<file path="src/rtl/riscv_pkg.sv">
// Shared definitions for the core's writeback path: result-select codes,
// load funct3 codes and the control half of the MEM/WB pipeline entry.
package riscv_pkg;

   localparam logic [1:0] WBSEL_ALU  = 2'd0;
   localparam logic [1:0] WBSEL_LOAD = 2'd1;
   localparam logic [1:0] WBSEL_PC4  = 2'd2;

   localparam logic [2:0] F3_LB  = 3'b000;
   localparam logic [2:0] F3_LH  = 3'b001;
   localparam logic [2:0] F3_LW  = 3'b010;
   localparam logic [2:0] F3_LBU = 3'b100;
   localparam logic [2:0] F3_LHU = 3'b101;

   // Control fields of a MEM/WB entry; the XLEN-wide data words are kept
   // alongside it so the struct does not depend on the datapath width.
   typedef struct packed {
      logic       valid;
      logic       regwrite;
      logic       sb;
      logic [4:0] rd;
      logic [1:0] wbsel;
      logic [2:0] funct3;
   } mem_wb_entry_t;

endpackage

</file>
<file path="src/rtl/load_align.sv">
// Extracts the addressed byte/halfword from an aligned memory word and
// sign- or zero-extends it according to the load funct3.
module load_align
   import riscv_pkg::*;
#(
   parameter int XLEN = 32
) (
   input  logic [2:0]      funct3,
   input  logic [1:0]      off,
   input  logic [XLEN-1:0] word,
   output logic [XLEN-1:0] result
);

   logic [7:0]  byte_sel;
   logic [15:0] half_sel;

   // Lane select and extension; unknown funct3 codes fall back to the full word.
   always_comb begin
      byte_sel = word[{off, 3'b000} +: 8];
      half_sel = off[1] ? word[31:16] : word[15:0];
      result   = word;
      case (funct3)
         F3_LB:   result = {{(XLEN-8){byte_sel[7]}}, byte_sel};
         F3_LBU:  result = {{(XLEN-8){1'b0}}, byte_sel};
         F3_LH:   result = {{(XLEN-16){half_sel[15]}}, half_sel};
         F3_LHU:  result = {{(XLEN-16){1'b0}}, half_sel};
         default: result = word;
      endcase
   end

endmodule

</file>
<file path="src/rtl/wb_commit.sv">
// Writeback/commit stage: MEM/WB register, load alignment, result select,
// register-file write port and a per-register in-flight write scoreboard.
module wb_commit
   import riscv_pkg::*;
#(
   parameter int XLEN = 32,
   parameter int CNTW = 2
) (
   input  logic            clk,
   input  logic            rst,
   input  logic            stall,
   input  logic            mem_valid,
   input  logic            mem_regwrite,
   input  logic            mem_sb,
   input  logic [4:0]      mem_rd,
   input  logic [1:0]      mem_wbsel,
   input  logic [2:0]      mem_funct3,
   input  logic [XLEN-1:0] mem_alu_result,
   input  logic [XLEN-1:0] mem_load_data,
   input  logic [XLEN-1:0] mem_pc4,
   input  logic            iss_valid,
   input  logic [4:0]      iss_rd,
   output logic            iss_ready,
   input  logic [4:0]      rs1,
   input  logic [4:0]      rs2,
   output logic            hazard,
   output logic            regwrite,
   output logic [4:0]      writebackreg,
   output logic [XLEN-1:0] data_towrite_mem_wb,
   output logic            fwd_valid
);

   localparam logic [CNTW-1:0] CNT_MAX = '1;
   localparam logic [CNTW-1:0] CNT_ONE = CNTW'(1);

   mem_wb_entry_t   entry_reg;
   logic [XLEN-1:0] alu_reg;
   logic [XLEN-1:0] load_reg;
   logic [XLEN-1:0] pc4_reg;
   logic            fresh_reg;   // entry was captured at the last edge (not a stalled repeat)

   logic [CNTW-1:0] count_reg  [1:31];
   logic [CNTW-1:0] count_view [32];
   logic [XLEN-1:0] load_value;
   logic            retire;
   logic            issue_fire;

   // MEM/WB pipeline register; reset leaves a bubble with all-zero data.
   always_ff @(posedge clk) begin
      if (!rst) begin
         entry_reg <= '0;
         alu_reg   <= '0;
         load_reg  <= '0;
         pc4_reg   <= '0;
         fresh_reg <= 1'b0;
      end else if (!stall) begin
         entry_reg <= '{valid: mem_valid, regwrite: mem_regwrite, sb: mem_sb,
                        rd: mem_rd, wbsel: mem_wbsel, funct3: mem_funct3};
         alu_reg   <= mem_alu_result;
         load_reg  <= mem_load_data;
         pc4_reg   <= mem_pc4;
         fresh_reg <= 1'b1;
      end else begin
         fresh_reg <= 1'b0;
      end
   end

   load_align #(.XLEN(XLEN)) u_load_align (
      .funct3 (entry_reg.funct3),
      .off    (alu_reg[1:0]),
      .word   (load_reg),
      .result (load_value)
   );

   // Writeback result select from the registered entry only.
   always_comb begin
      case (entry_reg.wbsel)
         WBSEL_LOAD: data_towrite_mem_wb = load_value;
         WBSEL_PC4:  data_towrite_mem_wb = pc4_reg;
         default:    data_towrite_mem_wb = alu_reg;
      endcase
   end

   assign regwrite     = entry_reg.valid & entry_reg.regwrite & (entry_reg.rd != 5'd0);
   assign writebackreg = entry_reg.rd;
   assign fwd_valid    = regwrite;

   // A stalled entry retires only in its first WB cycle; flushed entries
   // (regwrite=0) still give back their scoreboard slot.
   assign retire     = fresh_reg & entry_reg.valid & entry_reg.sb & (entry_reg.rd != 5'd0);
   assign iss_ready  = (count_view[iss_rd] != CNT_MAX) | (retire & (entry_reg.rd == iss_rd));
   assign issue_fire = iss_valid & iss_ready & (iss_rd != 5'd0);
   assign hazard     = (count_view[rs1] != '0) | (count_view[rs2] != '0);

   // Readable counter view with x0 hard-wired to zero.
   always_comb begin
      count_view[0] = '0;
      for (int i = 1; i < 32; i++) begin
         count_view[i] = count_reg[i];
      end
   end

   // In-flight counters: +1 on accepted issue, -1 on retire, net zero when both hit one register.
   always_ff @(posedge clk) begin
      if (!rst) begin
         for (int i = 1; i < 32; i++) begin
            count_reg[i] <= '0;
         end
      end else begin
         for (int i = 1; i < 32; i++) begin
            if (issue_fire && (iss_rd == 5'(i)) && !(retire && (entry_reg.rd == 5'(i)))) begin
               count_reg[i] <= count_reg[i] + CNT_ONE;
            end else if (retire && (entry_reg.rd == 5'(i)) && !(issue_fire && (iss_rd == 5'(i)))
                         && (count_reg[i] != '0)) begin
               count_reg[i] <= count_reg[i] - CNT_ONE;
            end
         end
      end
   end

endmodule

</file>
<file path="config.mk">
export PLATFORM = sky130hd
export DESIGN_NAME = wb_commit
export DESIGN_NICKNAME = d
export VERILOG_FILES = /design/src/rtl/riscv_pkg.sv /design/src/rtl/load_align.sv /design/src/rtl/wb_commit.sv
export SDC_FILE = /design/constraint.sdc
export NUM_CORES = 1
export LEC_CHECK = 0
export ABC_CLOCK_PERIOD_IN_PS = 3500
export BUFFER_PORTS_ARGS = -buffer_cell sky130_fd_sc_hd__buf_2
export CAP_MARGIN = 20
export CELL_PAD_IN_SITES_DETAIL_PLACEMENT = 0
export CELL_PAD_IN_SITES_GLOBAL_PLACEMENT = 2
export CORE_MARGIN = 5
export CORE_UTILIZATION = 35
export DETAILED_ROUTE_END_ITERATION = 8
export GPL_TIMING_DRIVEN = 0
export PLACE_DENSITY_LB_ADDON = 0.1
export SLEW_MARGIN = 0
export SYNTH_ARGS = -nofsm -noshare
export SYNTH_HDL_FRONTEND = slang
export SYNTH_SLANG_ARGS = --single-unit
</file>
<file path="constraint.sdc">
create_clock -name clk -period 3.5 [get_ports clk]
set_clock_uncertainty 0.2 [all_clocks]
set_input_delay 0.35 -clock clk [delete_from_list [all_inputs] [get_ports clk]]
set_output_delay 0.35 -clock clk [all_outputs]
set_load 0.02 [all_outputs]
</file>
After elaboration in Yosys (flattened, before gate mapping) --
Memory sizes are Yosys's and may differ from the RTL's. Index checks and enable logic that the tools add are counted.
Word-level totals: flip-flop bits (word level) 110, memory bits (writable) 62, output and inout bits 41, memories 1
Operators by class: $add $sub $neg 62, order comparisons 3, eq/ne operators 69, shift-type cells 1, multiplexer cells 293, bitwise gates (word level) 75, reductions and logical operators 253
Memories:
- count_reg | words 31, bits a word 2, rd ports 31, clocked after Yosys merged registers in 0, wr ports 31, line wb_commit.sv:42 | logic [CNTW-1:0] count_reg [1:31];
Operators with widths (count):
- $mux W1 | 219
- $eq A5 B5 Y1 const B | 32
- $logic_and A1 B1 Y1 | 155
- $mux W2 | 68
- $pmux W32 S4 | 1
- $eq A5 B4 Y1 const B | 16
- $reduce_bool A2 Y1 | 33
- $or A1 B1 Y1 | 64
- $pmux W32 S2 | 1
- $add A2 B1 Y2 const B | 31
- $logic_not A1 Y1 | 62
- $sub A2 B1 Y2 const B | 31
- $eq A5 B3 Y1 const B | 8
- $shiftx A32 B6 Y8 | 1
- $bmux W2 S5 | 3
- $eq A5 B2 Y1 const B | 4
- $ge A6 B6 Y1 const B | 3
- $not A5 Y6 | 3
- $mux W16 | 1
- $eq A5 B1 Y1 const B | 2
- $reduce_bool A5 Y1 | 2
- $and A1 B1 Y1 | 8
- $eq A3 B3 Y1 const B | 2
- $eq A5 B5 Y1 | 1
- 5 further kinds | 5

Longest topological paths before layout --
depth after elaboration 17, mapped depth 11, mapped depth without buffers 7

Modules after synthesis --
From an unflattened synthesis, not the netlist that was laid out.
Second synthesis, totals: cells, all modules 1265, area, all modules 11289.6 um^2
By module, submodules not included:
- wb_commit | instances 1, cells an instance 1169, area an instance 10443.8 um^2
- load_align | instances 1, cells an instance 96, area an instance 845.8 um^2

Worst setup path after synthesis --
Ideal clock, no wire load.
path type input-to-reg, start point input port iss_rd[1], end point register, netlist name count_reg[0][12], library setup time 265 ps, arrival 2579 ps, path slack 456 ps, stages on the path 10, path buffers 4, path through buf_2 buf_6 buf_2 mux4_2 a2111o_1 a32o_2 buf_6 o2111ai_4 mux2i_1 nand2_1
RTL lines:
- start, declared | line wb_commit.sv:22 | input logic [4:0] iss_rd,

Worst setup path in the final report --
start point register alu_reg[0], end point output port data_towrite_mem_wb[19]
Between the ends: word-level cells in the longest chain between the ends 3
Ends and longest elaborated chain:
- start, declared | line wb_commit.sv:37 | logic [XLEN-1:0] alu_reg;
- start signal, assigned | line wb_commit.sv:59 | alu_reg <= mem_alu_result;
- $shiftx A32 B6 Y8 | line load_align.sv:19 | byte_sel = word[{off, 3'b000} +: 8];
- $pmux W32 S4 | line load_align.sv:22 | case (funct3)
- $pmux W32 S2 | line wb_commit.sv:77 | case (entry_reg.wbsel)
- end, declared | line wb_commit.sv:29 | output logic [XLEN-1:0] data_towrite_mem_wb,
No other way between the ends.

==> parameters.txt <==
Parameter                              Value

Min path
  Class of the tightest hold or removal check ... register to register

Pwr
  Power density cells ... 380 mW/mm²
  Leakage Power ... about 0.006 µW
  Total Power ... 5330 µW
  VDD IR-drop max ... between 0.3 and 0.4 mV

STA
  Worst rel slew slack ... 0.402
  Final critical-path share of the clock period ... 0.950
  Unrepaired setup endpoints after global routing ... false
  Slew Limit Fails ... 0
  Finish-stage setup viols ... 0
  Final worst path period need ... 3330 ps
  Final Worst Setup Slack ... 175 ps
  Hold Violations, Final ... 0
  Achievable clock frequency ... roughly 0.30 GHz
  Transition time at the pin with the least slew margin ... 897 ps
  Aggregate negative setup slack ... 0 ps

Floorplanning
  # IOs ... approximately 170
  Core outline area ... 0.0313 mm²
  Starting density of the core ... 0.351
  X dimension of the die ... between 150 and 200 µm
  Total die area ... around 0.035 mm²
  Row Count ... 65
  DIE HEIGHT ... 187 µm

Setup path
  Stages on the worst setup path ... 9
  Cell count of the worst reg-to-reg path ... 7
  Cell Chain, Critical Path ... mux4_2 > nand2b_1 > a21oi_1 > nor2_1 > nor2_2 > clkbuf_2 > a221oi_1 > a21oi_1 > buf_2
  Highest-delay cell along the critical path ... sky130_fd_sc_hd__mux4_2
  Crit start category ... register
  Delay of the slowest critical-path stage ... 550 ps
  Flop2flop setup slack ... 280 ps
  Critical path peak fanout ... 10
  Launch instance of the worst register-to-register path ... writebackreg[2]
  Launching element of the worst setup path ... alu_reg[0]
  Cell class contributing the biggest share of worst-path delay ... compound AO/OA/AOI/OAI gates
  Critical path data required time ... 2950 ps
  Critical path class ... register to output pin
  Most frequent cell on the critical path ... sky130_fd_sc_hd__a21oi_1
  Worst reg2reg path endpoint ... count_reg[0][57]
  Last element of the critical path ... data_towrite_mem_wb[19]
  Buffering stage count on the worst path with inverters included ... 2
  Data arrival at the endpoint of the critical path ... about 2800 ps
  Nature of the critical path endpoint ... output pin

Yosys
  Post-synth top area share ... 0.200
  Count of mapped cells out of synthesis ... 1223
  Synth area leader ... sky130_fd_sc_hd__dfxtp_1
  Seq/Total Area, Yosys ... 0.369
  Library cells used by synthesis ... 67
  Number of flops mapped to enable cells by yosys ... 62
  Post-Synthesis Mean Instance Area ... 9.00 µm²
  Syn_nets ... 1384
  Main synth FF type ... sky130_fd_sc_hd__dfxtp_1
  Post-synthesis async set-or-reset flop share ... 0
  Yosys warns ... 0
  Register bit count reported by yosys ... 172
  Cell types with the largest area share after synthesis ... sky130_fd_sc_hd__dfxtp_1, sky130_fd_sc_hd__edfxtp_1, sky130_fd_sc_hd__mux2i_1
  Synthesized cell area ... roughly 0.011 mm²

Clock network
  TritonCTS sink count ... 172
  H-tree levels ... 4
  Clock root buffer master ... sky130_fd_sc_hd__clkbuf_16
  Clock tree from TritonCTS ... yes
  CTS max path bufs ... 2
  Clock network latency to the later pin of the worst-skew pair ... approximately 460 ps
  Postcts setup bufs ... 0
  Clock transition at path regs ... roughly 60 ps
  Number of CTS-inserted buffers ... 17

Layout
  Utilization after layout ... 0.448
  Layout cells sized above 1 ... 0.179
  Area Overhead vs Synth ... 27.5%
  Number of diodes added for antenna fixing ... 0
  Number of flip-flops in the largest register ... 62
  Number of fill cells in the layout ... 3172
  Area of all placed cells without fillers ... 0.0140 mm²
  Number of nets in the final layout ... 1674

Detailed routing
  Routed wire length per instance ... 20.6 µm
  DR vias ... a little over 10000
  Total Wirelength ... 39700 µm
  Vias/cell ... 5.27
  Detailed Route Iter0 Violations ... 544
  Number of iterations in the first detailed-routing pass ... 5
  Post-DRT Antenna Nets ... 0
  DRC violations left ... 0

GRT
  Largest net degree at the start of global routing ... 17
  Antenna violations before repair ... 0
  Total Routing Usage GR ... 0.225
  Total overflow reported by the global router ... 0
  Vias in the first global route ... roughly 10000
  Global-route wire length before repair ... 61300 µm

Place
  DP Area ... 0.0123 mm²
  Half-perimeter wire length of the detailed placement result ... around 30000 µm
  Port Buffer Count ... 160
  Pre-CTS worst setup slack ... -87.9 ps
  Gp weighted congestion ... 0.846

Run status
  Status ... completed

Run
  MaxCap Viol Count ... 0
[layout make-up]
| class | count | area, µm² | share of cell area |
|---|---|---|---|
| buffer | 86 | 405 | 0.0289 |
| clock inverter | 10 | 111 | 0.00794 |
| sequential | 172 | 4060 | 0.290 |
| tap | 402 | 503 | 0.0359 |
| inverter | 100 | 375 | 0.0268 |
| timing repair buffer | 271 | 1900 | 0.136 |
| clock buffer | 22 | 485 | 0.0346 |
| multi-input combinational | 865 | 6180 | 0.440 |
[how the worst min path moves through the flow]
stage	depth (start not counted)	endpoint	slack, ps	start
6_report	2	pc4_reg[22]	300	pc4_reg[22]
5_1_grt	2	pc4_reg[1]	330	pc4_reg[1]
4_1_cts	3	load_reg[28]	290	stall
3_5_place_dp	2	alu_reg[22]	290	alu_reg[22]
3_3_place_gp	2	alu_reg[10]	270	alu_reg[10]
2_1_floorplan	2	entry_reg[10]	260	entry_reg[10]
[cell usage in the layout (no fill, tap or decap), types with 6 or more instances in the layout]
cell / count
sky130_fd_sc_hd__ha_1: 33
sky130_fd_sc_hd__a211oi_1: 15
sky130_fd_sc_hd__o211ai_2: 6
sky130_fd_sc_hd__nand2b_1: 25
sky130_fd_sc_hd__nor3_2: 10
sky130_fd_sc_hd__buf_2: 170
sky130_fd_sc_hd__a221oi_1: 23
sky130_fd_sc_hd__nor3_1: 42
sky130_fd_sc_hd__nand3_1: 44
sky130_fd_sc_hd__nand4_1: 9
sky130_fd_sc_hd__a21o_1: 9
sky130_fd_sc_hd__buf_4: 6
sky130_fd_sc_hd__clkbuf_1: 56
sky130_fd_sc_hd__a221o_1: 7
sky130_fd_sc_hd__dfxtp_1: 110
sky130_fd_sc_hd__edfxtp_1: 62
sky130_fd_sc_hd__nand2_1: 71
sky130_fd_sc_hd__nor2_1: 196
sky130_fd_sc_hd__o21ai_0: 25
sky130_fd_sc_hd__buf_1: 10
sky130_fd_sc_hd__nor2b_1: 24
sky130_fd_sc_hd__mux4_2: 23
sky130_fd_sc_hd__clkbuf_16: 18
sky130_fd_sc_hd__mux2i_1: 142
sky130_fd_sc_hd__dlygate4sd3_1: 109
sky130_fd_sc_hd__a41o_1: 7
sky130_fd_sc_hd__nor4_1: 6
sky130_fd_sc_hd__or4_1: 15
sky130_fd_sc_hd__a21oi_1: 61
sky130_fd_sc_hd__inv_1: 99
[power breakdown]
group	switching, µW	total (µW)	internal, µW
Combinational	627	1080	456
Sequential	90.2	2260	2170
Clock	859	1990	1130
[logic make-up (layout without fill, tap and decap cells)]
kind of cell    after synthesis  count (layout)  synth area share
xor+xnor                      5               5           0.00398
buf+inv                     186             489            0.0706
fa+ha+maj                    33              33            0.0375
simple gates                467             467             0.202
flops                       172             172             0.369
mux                         172             172             0.188
compound gates              188             188             0.129
[layer usage]
| layer | vias to the layer above | global-route usage | routed length [µm] |
|---|---|---|---|
| li1 | 4957 | - | - |
| met1 | 4918 | 0.277 | 16900 |
| met3 | 41 | 0.0384 | 1790 |
| met4 | 0 | 0.0674 | 903 |
| met5 | - | 0 | 0 |
| met2 | 250 | 0.403 | 20100 |
[synth_stat cells, types with 7 or more instances]
library cell,number
sky130_fd_sc_hd__nor3_1,42
sky130_fd_sc_hd__nand2b_1,25
sky130_fd_sc_hd__buf_1,10
sky130_fd_sc_hd__edfxtp_1,62
sky130_fd_sc_hd__buf_2,8
sky130_fd_sc_hd__a41o_1,7
sky130_fd_sc_hd__or4_1,15
sky130_fd_sc_hd__nand4_1,9
sky130_fd_sc_hd__a21oi_1,61
sky130_fd_sc_hd__ha_1,33
sky130_fd_sc_hd__a221o_1,7
sky130_fd_sc_hd__clkbuf_1,57
sky130_fd_sc_hd__nor2_1,198
sky130_fd_sc_hd__a221oi_1,24
sky130_fd_sc_hd__mux4_2,23
sky130_fd_sc_hd__a21o_1,9
sky130_fd_sc_hd__nand2_1,71
sky130_fd_sc_hd__nor2b_1,24
sky130_fd_sc_hd__o21ai_0,25
sky130_fd_sc_hd__nand3_1,44
sky130_fd_sc_hd__mux2i_1,142
sky130_fd_sc_hd__nor3_2,10
sky130_fd_sc_hd__inv_1,99
sky130_fd_sc_hd__a211oi_1,16
sky130_fd_sc_hd__dfxtp_1,110
[metrics by stage]
step | std cells | hold WS, ps
after floorplan | 1223 | 263
after global placement | 1785 | 275
after detailed placement | 1787 | 287
after CTS | 1928 | 287
after global routing | 1928 | 332
final | 1928 | 298
[worst min-delay path, stage by stage (launching register included)]
cell and delay (ps):
sky130_fd_sc_hd__dfxtp_1 330, sky130_fd_sc_hd__mux2i_1 70, sky130_fd_sc_hd__nor2_1 70
[repair_timing]
item	4_1_cts	5_1_grt
endpoints found under the hold margin	109	0
hold buffers	109	0
resized for setup	2	7
endpoints found under the setup margin	11	20
Note: power is estimated with default switching activity, not from simulation.
